**src/rtl/accum_pkg.sv**
```systemverilog
// Shared types and constants for the 8-bit accumulator processor control path.
package accum_pkg;

  localparam int INST_W = 9;
  localparam int DATA_W = 8;
  localparam int REG_AW = 4;
  localparam int REG_N  = 16;

  typedef enum logic [3:0] {
    OP_TAKE   = 4'h0,
    OP_PUT    = 4'h1,
    OP_LOAD   = 4'h2,
    OP_STORE  = 4'h3,
    OP_XOR    = 4'h4,
    OP_NAND   = 4'h5,
    OP_SHL    = 4'h6,
    OP_SHR    = 4'h7,
    OP_LOOKUP = 4'h8,
    OP_LSN    = 4'h9,
    OP_EQL    = 4'hA,
    OP_ADD    = 4'hB,
    OP_SUB    = 4'hC,
    OP_OF0    = 4'hD,
    OP_HALT   = 4'hE,
    OP_TBA    = 4'hF
  } op_t;

  typedef enum logic [2:0] {
    S_IDLE,
    S_FETCH,
    S_EXEC,
    S_MEM,
    S_HALT
  } state_t;

  // Entry 0 is the rightmost byte.
  localparam logic [REG_N-1:0][DATA_W-1:0] LOOKUP_TABLE = {
    8'h2F, 8'h9A, 8'h4D, 8'hAB, 8'hD8, 8'h6C, 8'h36, 8'h1B,
    8'h80, 8'h40, 8'h20, 8'h10, 8'h08, 8'h04, 8'h02, 8'h01
  };

endpackage

```
**src/rtl/accum_reg_file.sv**
```systemverilog
// 16x8 register file: one combinational read port, one synchronous write port.
module accum_reg_file
  import accum_pkg::*;
(
  input  logic              clk,
  input  logic              rst,
  input  logic              we,
  input  logic [REG_AW-1:0] waddr,
  input  logic [DATA_W-1:0] wdata,
  input  logic [REG_AW-1:0] raddr,
  output logic [DATA_W-1:0] rdata
);

  logic [DATA_W-1:0] regs_q [REG_N];

  // NOTE: every entry is reset, so this array lands in flops rather than a RAM macro.
  always_ff @(posedge clk) begin
    if (rst) begin
      for (int i = 0; i < REG_N; i++) regs_q[i] <= '0;
    end else if (we) begin
      regs_q[waddr] <= wdata;
    end
  end

  assign rdata = regs_q[raddr];

endmodule

```
**src/rtl/accum_core_ctrl.sv**
```systemverilog
// Fetch/decode/commit sequencer for the accumulator processor, with the
// external ALU driven combinationally during EXEC and a req/ack data-memory port.
module accum_core_ctrl
  import accum_pkg::*;
#(
  parameter int PC_W = 8
) (
  input  logic              CLK,
  input  logic              RESET,
  input  logic              start,
  output logic [PC_W-1:0]   inst_addr,
  input  logic [INST_W-1:0] inst_data,
  output logic              alu_type,
  output logic [3:0]        alu_op,
  output logic [DATA_W-1:0] alu_acc,
  output logic [DATA_W-1:0] alu_reg,
  output logic              alu_ovf,
  input  logic [DATA_W-1:0] alu_result,
  input  logic              alu_ovf_result,
  output logic              mem_req,
  output logic              mem_we,
  output logic [DATA_W-1:0] mem_addr,
  output logic [DATA_W-1:0] mem_wdata,
  input  logic [DATA_W-1:0] mem_rdata,
  input  logic              mem_ack,
  output logic [DATA_W-1:0] acc,
  output logic              ovf,
  output logic              done
);

  state_t              state_q, state_d;
  logic [PC_W-1:0]     pc_q, pc_d, pc_inc;
  logic [DATA_W-1:0]   acc_q, acc_d;
  logic                ovf_q, ovf_d;
  logic [INST_W-1:0]   ir_q, ir_d;
  logic [INST_W-1:0]   inst;
  op_t                 op;
  logic [REG_AW-1:0]   r;
  logic [DATA_W-1:0]   rf_rdata;
  logic                rf_we;

  // ROM data is only valid in EXEC; afterwards the latched copy carries the instruction.
  assign inst   = (state_q == S_EXEC) ? inst_data : ir_q;
  assign op     = op_t'(inst[7:4]);
  assign r      = inst[3:0];
  assign ir_d   = inst;
  assign pc_inc = pc_q + PC_W'(1);

  accum_reg_file u_reg_file (
    .clk   (CLK),
    .rst   (RESET),
    .we    (rf_we),
    .waddr (r),
    .wdata (acc_q),
    .raddr (r),
    .rdata (rf_rdata)
  );

  // NOTE: sequential state uses non-blocking assignments so every flop samples pre-edge values.
  always_ff @(posedge CLK) begin
    if (RESET) begin
      state_q <= S_IDLE;
      pc_q    <= '0;
      acc_q   <= '0;
      ovf_q   <= 1'b0;
      ir_q    <= '0;
    end else begin
      state_q <= state_d;
      pc_q    <= pc_d;
      acc_q   <= acc_d;
      ovf_q   <= ovf_d;
      ir_q    <= ir_d;
    end
  end

  // NOTE: each always_comb output gets a default first so no path can infer a latch.
  always_comb begin
    state_d = state_q;
    unique case (state_q)
      S_IDLE, S_HALT: if (start) state_d = S_FETCH;
      S_FETCH:        state_d = S_EXEC;
      S_EXEC: begin
        if (inst[8])                              state_d = S_FETCH;
        else if (op == OP_LOAD || op == OP_STORE) state_d = S_MEM;
        else if (op == OP_HALT)                   state_d = S_HALT;
        else                                      state_d = S_FETCH;
      end
      S_MEM:          if (mem_ack) state_d = S_FETCH;
      default:        state_d = S_IDLE;
    endcase
  end

  always_comb begin
    pc_d  = pc_q;
    acc_d = acc_q;
    ovf_d = ovf_q;
    rf_we = 1'b0;
    unique case (state_q)
      S_IDLE, S_HALT: if (start) pc_d = '0;
      S_EXEC: begin
        pc_d = pc_inc;
        if (inst[8]) begin
          acc_d = inst[7:0];
        end else begin
          unique case (op)
            OP_TAKE, OP_XOR, OP_NAND, OP_SHL, OP_SHR, OP_LSN, OP_EQL, OP_SUB:
                       acc_d = alu_result;
            OP_ADD: begin
              acc_d = alu_result;
              ovf_d = alu_ovf_result;
            end
            OP_PUT:    rf_we = 1'b1;
            OP_LOOKUP: acc_d = LOOKUP_TABLE[r];
            OP_OF0:    ovf_d = 1'b0;
            OP_LOAD, OP_STORE, OP_HALT:
                       pc_d = pc_q;
            OP_TBA:    if (acc_q != '0) pc_d = PC_W'(rf_rdata);
          endcase
        end
      end
      S_MEM: begin
        if (mem_ack) begin
          pc_d = pc_inc;
          if (op == OP_LOAD) acc_d = mem_rdata;
        end
      end
      default: ;
    endcase
  end

  always_comb begin
    inst_addr = pc_q;
    alu_type  = inst[8];
    alu_op    = inst[7:4];
    alu_acc   = acc_q;
    alu_reg   = rf_rdata;
    alu_ovf   = ovf_q;
    mem_req   = (state_q == S_MEM);
    mem_we    = (op == OP_STORE);
    mem_addr  = rf_rdata;
    mem_wdata = acc_q;
    acc       = acc_q;
    ovf       = ovf_q;
    done      = (state_q == S_HALT);
  end

endmodule
```
**config.mk**
```make
export PLATFORM = sky130hd
export DESIGN_NAME = accum_core_ctrl
export DESIGN_NICKNAME = d
export VERILOG_FILES = /design/src/rtl/accum_pkg.sv /design/src/rtl/accum_reg_file.sv /design/src/rtl/accum_core_ctrl.sv
export SDC_FILE = /design/constraint.sdc
export NUM_CORES = 1
export LEC_CHECK = 0
export ABC_CLOCK_PERIOD_IN_PS = 8900
export CAP_MARGIN = 20
export CORE_MARGIN = 5
export CORE_UTILIZATION = 50
export CTS_BUF_LIST = sky130_fd_sc_hd__clkbuf_8
export CTS_CLUSTER_SIZE = 8
export DETAILED_ROUTE_END_ITERATION = 8
export PLACE_DENSITY = 0.78
export SETUP_SLACK_MARGIN = 0.5
export SKIP_LAST_GASP = 1
export SLEW_MARGIN = 20
export SYNTH_ARGS = -nofsm -noshare
export SYNTH_HDL_FRONTEND = slang
export SYNTH_SLANG_ARGS = --single-unit
export TNS_END_PERCENT = 5
```
**constraint.sdc**
```tcl
create_clock -name CLK -period 8.9 [get_ports CLK]
set_clock_uncertainty 0.05 [all_clocks]
set_input_delay 1.335 -clock CLK [delete_from_list [all_inputs] [get_ports CLK]]
set_output_delay 1.335 -clock CLK [all_outputs]
set_load 0.01 [all_outputs]
```
# Word-level counts from Yosys, hierarchy flattened
# Memories as Yosys holds them, arrays and structs flattened.
# Index checks and enable logic that the tools add are counted.
# op_classes
addsub	1
n_lt_le_gt_ge	1
n_eq_ne	24
n_mux	31
bitwise_logic	1
reduce_logical	15
# ops
op	count
$mux W8	9
$pmux W8 S2	3
$eq A4 B4 Y1 const B	8
$pmux W8 S3	1
$eq A4 B3 Y1 const B	4
$mux W3	5
$pmux W3 S4	1
$mux W1	9
$mux W9	1
$reduce_or A9 Y1	1
$add A8 B1 Y8 const B	1
$eq A4 B2 Y1 const B	2
$reduce_and A4 Y1	2
$reduce_bool A8 Y1	1
$reduce_or A8 Y1	1
$eq A3 B2 Y1 const B	2
$lt A4 B5 Y1 const B	1
$eq A4 B1 Y1 const B	1
$logic_not A4 Y1	1
$mux W4	1
$ne A2 B1 Y1 const B	2
$ne A4 B3 Y1 const B	1
$reduce_bool A2 Y1	2
$eq A3 B1 Y1 const B	1
12 further kinds	12
# totals
regBits	29
mem_bits_rw	128
rom_bits	128
input_bits	30
output_inout_bits	58
word_cells	80
n_memories	2
# memory_table
name	depth	word_bits	rd	rd_clocked_by_memory_dff	write_ports	line	text
(name not given)	16	8	1	0	0	accum_core_ctrl.sv:113	OP_LOOKUP: acc_d = LOOKUP_TABLE[r];
u_reg_file.regs_q	16	8	1	0	16	accum_reg_file.sv:14	logic [DATA_W-1:0] regs_q [REG_N];

# Logic depth before layout (Yosys ltp)
# Gate-level depths: netlist (run 1).
# logic_depth
word_depth	11
ltp_mapped	12
depth_no_buf	9

# Modules after synthesis
# A second synthesis (run 1) with hierarchy kept.
# unflattened
cells_unflattened	699
area_unflattened_um2	8306.7
# modules_own_cells
module	n_inst	cells_each	area_per_inst_um2	seq_area_each_um2
accum_reg_file	1	375	5861.9	3843.7
accum_core_ctrl	1	324	2444.8	580.6

# Worst setup path after synthesis (run 1)
# OpenSTA, ideal clock, no wires.
# synth_timing
path_kind	input port to output port
start	input port inst_data[0]
end	output port mem_addr[5]
arrival_time_ps	3082
required_ps	7515
slack_ps	4433
cell_stages	10
path_buffers	4
path_cell_list	nand4bb_1 > buf_2 > o21ai_4 > buf_4 > buf_2 > mux2i_1 > a221oi_1 > nor2_1 > a21oi_1 > buf_4
# synth_between
elab_chain_cells	2
# synth_lines
element	line	text
from (decl)	accum_core_ctrl.sv:12	input logic [INST_W-1:0] inst_data,
$mux W9	accum_core_ctrl.sv:43	assign inst = (state_q == S_EXEC) ? inst_data : ir_q;
named net inst[0]	accum_core_ctrl.sv:36	logic [INST_W-1:0] inst;
$mem_v2 Z16 W8	n/a	
to (decl)	accum_core_ctrl.sv:22	output logic [DATA_W-1:0] mem_addr,
# The timed path passes the listed nets, and every way through them passes these cells.

# Worst setup path in the final report (run 1)
# layout_timing
start	input port inst_data[0]
end	output port alu_reg[5]
# layout_between
elab_chain_cells	2
# layout_lines
element	line	text
$mux W9	accum_core_ctrl.sv:43	
$mem_v2 Z16 W8	n/a	
to (decl)	accum_core_ctrl.sv:16	output logic [DATA_W-1:0] alu_reg,
# Every way passes these cells.

==> impl_metrics.tcl, run 1 <==
set metrics [dict create \
    grt_util_all_layers_pct 23.6 \
    drc 0 \
    finalNonFillerCells 1038 \
    ir_worst_vdd_uv 99.4 \
    gr-total-overflow 0 \
    die_w_um 141 \
    clockBufferDepth 2 \
    antenna_left 0 \
    start_util_pct 51.3 \
    dr.pass1.iters 5 \
    grt_pass1_vias 6135 \
    rows 47 \
    path_class "in -> out" \
    power.density_nw_per_um2 164 \
    leakage_nw 3.85 \
    synth_area_leaders "edfxtp_1 45%, and3_1 9.6%, mux2i_1 8.0%, dfxtp_1 6.8%, nand2_1 2.9%" \
    die-area_sq_um 19800 \
    final_layout_size_suffix_gt1_share_pct 9.54 \
    drt_iter0_drc 789 \
    synthDistinctLibCells 69 \
    diodes 0 \
    fin_crit_sh_pct 69.0 \
    synthToLayoutAreaGrowth_pct 13.1 \
    grt_pass1_wl_um 36100 \
    timing.slew.headroom_pct 38.1 \
    worstSetupStartpointType "input port" \
    core-area_sq_um 16600 \
    post-route-util_pct 58.0 \
    crit_path_max_fanout 49 \
    drv_cap 0 \
    postCtsSetupBuffers 0 \
    wire_per_inst_um 22.6 \
    io_pins 88 \
    gp_congestion 0.897 \
    netlist_top_cells_count "131 x and3_1, 128 x edfxtp_1, 68 x mux2i_1" \
    maxSlewViolCount 0 \
    required_ns 7.52 \
    ys_ff_latch 157 \
    layout_min_cycle_time_ns 6.14 \
    placedCellCount 1006 \
    status "finished clean" \
    ys_seq_area_share_pct 51.9 \
    viasPerCell 6.26 \
    place_hpwl_um 15400 \
    n_fill_cell 1384 \
    cts_resized 0 \
    insertion_delay_ns 0.46 \
    synth_area_sq_um 8530 \
    worst_pin_slew_ns 0.927 \
    numCtsBuffers 17 \
    grt_max_degree 50 \
    num_vias 6494 \
    path_clk_slew_ns 0.08 \
    cp-end-kind "primary output" \
    synthCells 776 \
    setup_viol 0 \
    synth_most_common_cell "and3_1" \
    synth_area_leader_cell "edfxtp_1" \
    nNetsFinal 842 \
    async_reset_ff_share_pct 0 \
    yosysTopAreaCellShare_pct 45.1 \
    arrival_ns 4.76 \
    synth_ff_type "edfxtp_1" \
    max_freq_ghz 0.163 \
    cts_root_buffer "clkbuf_8" \
    fp.dieH_um 141 \
    syn_avg_cell_area_sq_um 11.0 \
    wl_um 23500 \
    syn_nets 813 \
    hold_viol 0 \
    hp-class "reg -> reg" \
    numClockSinks 157 \
    ys_warn_count 0 \
    setup_tns_ns 0 \
    antenna_found_initial 0 \
    hold_buffers 0 \
    htreeDepth 4 \
    port_buffers 87 \
    tritoncts "done" \
    rsz0062_at_grt "false" \
    synth_edf_count 128 \
]
worst paths after layout:
path | start | endpoint | slack [ns] | depth (start not counted)
worst max-delay path | inst_data[0] | alu_reg[5] | 2.76 | 8
worst max register to register | state_q[1] | u_reg_file.regs_q[9][4] | 4.76 | 7
worst min register to register | alu_ovf | alu_ovf | 0.44 | 2
worst min-delay path | alu_ovf | alu_ovf | 0.44 | 2
critical path: stages:
cell and delay, ns:
clkdlybuf4s50_1 0.61, nand4bb_1 0.40, o21ai_4 0.37, buf_12 0.37
mux2i_1 0.13, mux4_2 0.47, a21oi_1 0.39, clkdlybuf4s50_1 0.62
logic make-up after synthesis:
family,synth area share (%)
flops,51.9
buf+inv,6.85
mux,10.5
fa+ha+maj,1.03
compound gates,11.2
simple gates,17.8
xor+xnor,0.719
placed cells by master (no fill, tap or decap), types with 7 or more instances in the layout:
cell type,Yosys,routed
and3_1,131,131
edfxtp_1,128,128
clkdlybuf4s50_1,0,87
mux2i_1,68,67
nand2_1,67,67
o21ai_0,32,32
dfxtp_1,29,29
nor2_1,25,25
a21oi_1,22,22
clkbuf_8,0,17
buf_4,32,16
inv_1,11,11
a221oi_1,11,11
nand3_1,11,11
nand2b_1,10,10
a22oi_1,8,8
o22ai_1,8,8
o211ai_1,7,7
a31oi_1,7,7
ha_1,7,7
sequential cells by signal, summed over array words and instances, names as in the netlist:
register	cells
ir_q	9
u_reg_file.regs_q	128
acc	8
inst_addr	8
state_q	3
alu_ovf	1
layer usage:
metal  wire length (um)  part of all wire (%)  GRT usage [%]  vias up
li1                   -                     -              -     2940
met3               2260                   9.6           4.74       41
met1              10000                    43           33.6     3156
met5                  0                     0              0        -
met4                512                   2.2           7.09        0
met2              10700                    46           36.6      357
per-stage QoR:
| step | instance area, sq um | hold WS (ns) | setup slack, ns | power [mW] |
|---|---|---|---|---|
| 3_3_place_gp | 9290 | 0.416 | 2.93 | 1.11 |
| 5_1_grt | 9650 | 0.474 | 2.57 | 1.63 |
| 6_report | 9650 | 0.435 | 2.76 | 1.58 |
| 2_1_floorplan | 8530 | 0.452 | 4.43 | 1.01 |
| 4_1_cts | 9650 | 0.437 | 2.76 | 1.58 |
| 3_5_place_dp | 9300 | 0.425 | 2.76 | 1.11 |
area by class of cell:
class / count / area [sq um] / share of cell area (%)
timing repair buffer: 104 / 1010 / 10.5
clock buffer: 17 / 234 / 2.43
inverter: 16 / 60.1 / 0.623
multi-input combinational: 509 / 3530 / 36.6
clock inverter: 15 / 114 / 1.18
sequential: 157 / 4420 / 45.9
tap: 220 / 275 / 2.85
where the power goes:
group	switching, mW	internal [mW]	total, mW
logic	0.149	0.111	0.260
clock network	0.282	0.195	0.477
registers	0.0230	0.817	0.840
No activity file was read; power rests on OpenSTA's default activity.
==> run 2: changes to the inputs <==
--- a/config.mk
+++ b/config.mk
@@ -5,7 +5,7 @@
 export SDC_FILE = /design/constraint.sdc
 export NUM_CORES = 1
 export LEC_CHECK = 0
-export ABC_CLOCK_PERIOD_IN_PS = 8900
+export ABC_CLOCK_PERIOD_IN_PS = 5800
 export CAP_MARGIN = 20
 export CORE_MARGIN = 5
 export CORE_UTILIZATION = 50
==> constraint.sdc (replaced) <==
create_clock -name CLK -period 5.8 [get_ports CLK]
set_clock_uncertainty 0.05 [all_clocks]
set_input_delay 0.87 -clock CLK [delete_from_list [all_inputs] [get_ports CLK]]
set_output_delay 0.87 -clock CLK [all_outputs]
set_load 0.01 [all_outputs]
==> impl_metrics.tcl, run 2 (synthesis results as in run 1) <==
set metrics [dict create \
    grt_util_all_layers_pct 24.6 \
    path_class "in -> out" \
    startpoint "inst_data[0]" \
    insertion_delay_ns 0.47 \
    numClockSinks 157 \
    crit_chain "clkdlybuf4s50_1 -> nand4bb_1 -> o21ai_4 -> buf_4 -> mux2i_1 -> a221oi_1 -> nor2_1 -> a21oi_1 -> clkdlybuf4s50_1" \
    start_util_pct 51.3 \
    biggestRegsByFlops "u_reg_file.regs_q (128), ir_q (9)" \
    whs_path_depth 2 \
    drt_iter0_drc 789 \
    cp-end-kind "primary output" \
    core-area_sq_um 16600 \
    cp_num_cells 9 \
    drc 0 \
    finalNonFillerCells 1041 \
    maxSlewViolCount 0 \
    place_hpwl_um 16400 \
    hold_end "alu_ovf" \
    antenna_left 0 \
    r2r_cells 8 \
    arrival_ns 4.10 \
    hp-start "alu_ovf" \
    setup_tns_ns 0 \
    layout_min_cycle_time_ns 5.02 \
    worstSetupStartpointType "input port" \
    clockBufferDepth 2 \
    placedCellCount 1006 \
    wire_per_inst_um 23.4 \
    r2r_start "state_q[0]" \
    rrSetupSlack_ns 1.78 \
    timing.slew.headroom_pct 25.1 \
    drv_cap 0 \
    regArea_sq_um 4420 \
    grt_max_degree 31 \
    gp_congestion 0.878 \
    hold_viol 0 \
    power.density_nw_per_um2 257 \
    critical-path-top-delay-family "buffers and inverters" \
    rows 47 \
    gr-total-overflow 0 \
    grt_pass1_vias 6389 \
    critPathMaxStageDelay_ns 0.61 \
    num_vias 6588 \
    fp.dieH_um 141 \
    status "finished clean" \
    path_common_cell "clkdlybuf4s50_1" \
    max_freq_ghz 0.199 \
    cts_root_buffer "clkbuf_8" \
    numCtsBuffers 17 \
    layout_commonest_cell "and3_1" \
    layout_common_cells "131 x and3_1, 128 x edfxtp_1, 87 x clkdlybuf4s50_1, 68 x mux2i_1, 67 x nand2_1" \
    worst_pin_slew_ns 1.12 \
    setup_ws_ns 0.784 \
    die_w_um 141 \
    required_ns 4.88 \
    leakage_nw 3.91 \
    die-area_sq_um 19800 \
    io_pins 88 \
    rsz0062_at_grt "false" \
    ir_worst_vdd_uv 163 \
    post-place-ws_ns 0.747 \
    tritoncts "done" \
    synthToLayoutAreaGrowth_pct 13.7 \
    diodes 0 \
    top_register "u_reg_file.regs_q" \
    largest_register_ffs 128 \
    path_clk_slew_ns 0.08 \
    final_layout_size_suffix_gt1_share_pct 9.62 \
    fin_crit_sh_pct 86.5 \
    setup_viol 0 \
    nNetsFinal 845 \
    antenna_found_initial 0 \
    dr.pass1.iters 6 \
    n_fill_cell 1372 \
    r2r-end "u_reg_file.regs_q[15][2]" \
    wl_um 24400 \
    p_total_mw 2.49 \
    port_buffers 87 \
    viasPerCell 6.33 \
    htreeDepth 4 \
    multi_input_area_sq_um 3530 \
    grt_pass1_wl_um 37300 \
    hp-class "reg -> reg" \
    crit_slowest_cell "clkdlybuf4s50_1" \
    crit_buf_inv 3 \
    crit_path_max_fanout 8 \
]
run 2: worst max-delay path by stage:
stage / to
final: mem_addr[5]
after global routing: alu_reg[5]
after CTS: alu_reg[5]
after detailed placement: alu_reg[5]
after global placement: alu_reg[5]
after floorplan: mem_addr[5]
run 2: repair_timing:
action / in CTS / in global routing
buffers inserted: 0 / 3
endpoints found under the setup margin: 0 / 2
resized for setup: 0 / 0
hold buffers: 0 / 0
run 2: tightest hold or removal path: stages (launching register included):
cell and delay, ns:
dfxtp_1 0.33, nand2b_1 0.07, a21oi_1 0.06
run 2: metrics by stage:
stage          hold slack, ns  cell area, sq um  util, %
6_report                0.451              9700     58.3
4_1_cts                 0.471              9670     58.1
3_5_place_dp            0.459              9290     55.8
2_1_floorplan           0.452              8530        -
3_3_place_gp            0.419              9290     55.8
5_1_grt                 0.475              9700     58.3
run 2: cell type report:
type | instances | area share [%]
clock buffers | 18 | 2.55
flip-flops and latches | 157 | 45.6
clock inverters | 14 | 1.33
multi-input cells | 509 | 36.4
repair buffers | 107 | 10.7
inverters | 16 | 0.619
well taps | 220 | 2.84
run 2: power by group:
group	internal [mW]	switching [mW]
registers	1.25	0.0382
clock network	0.388	0.415
logic	0.171	0.227
total	1.81	0.680
run 2: per-layer routing:
metal / share of wire (%) / routed length, um / vias to the layer above / GRT usage, %
li1: - / - / 2941 / -
met1: 38 / 9200 / 3149 / 31.8
met2: 47 / 11400 / 430 / 39.5
met3: 12 / 2820 / 68 / 6.26
met4: 3.8 / 933 / 0 / 10.0
met5: 0 / 0 / - / 0
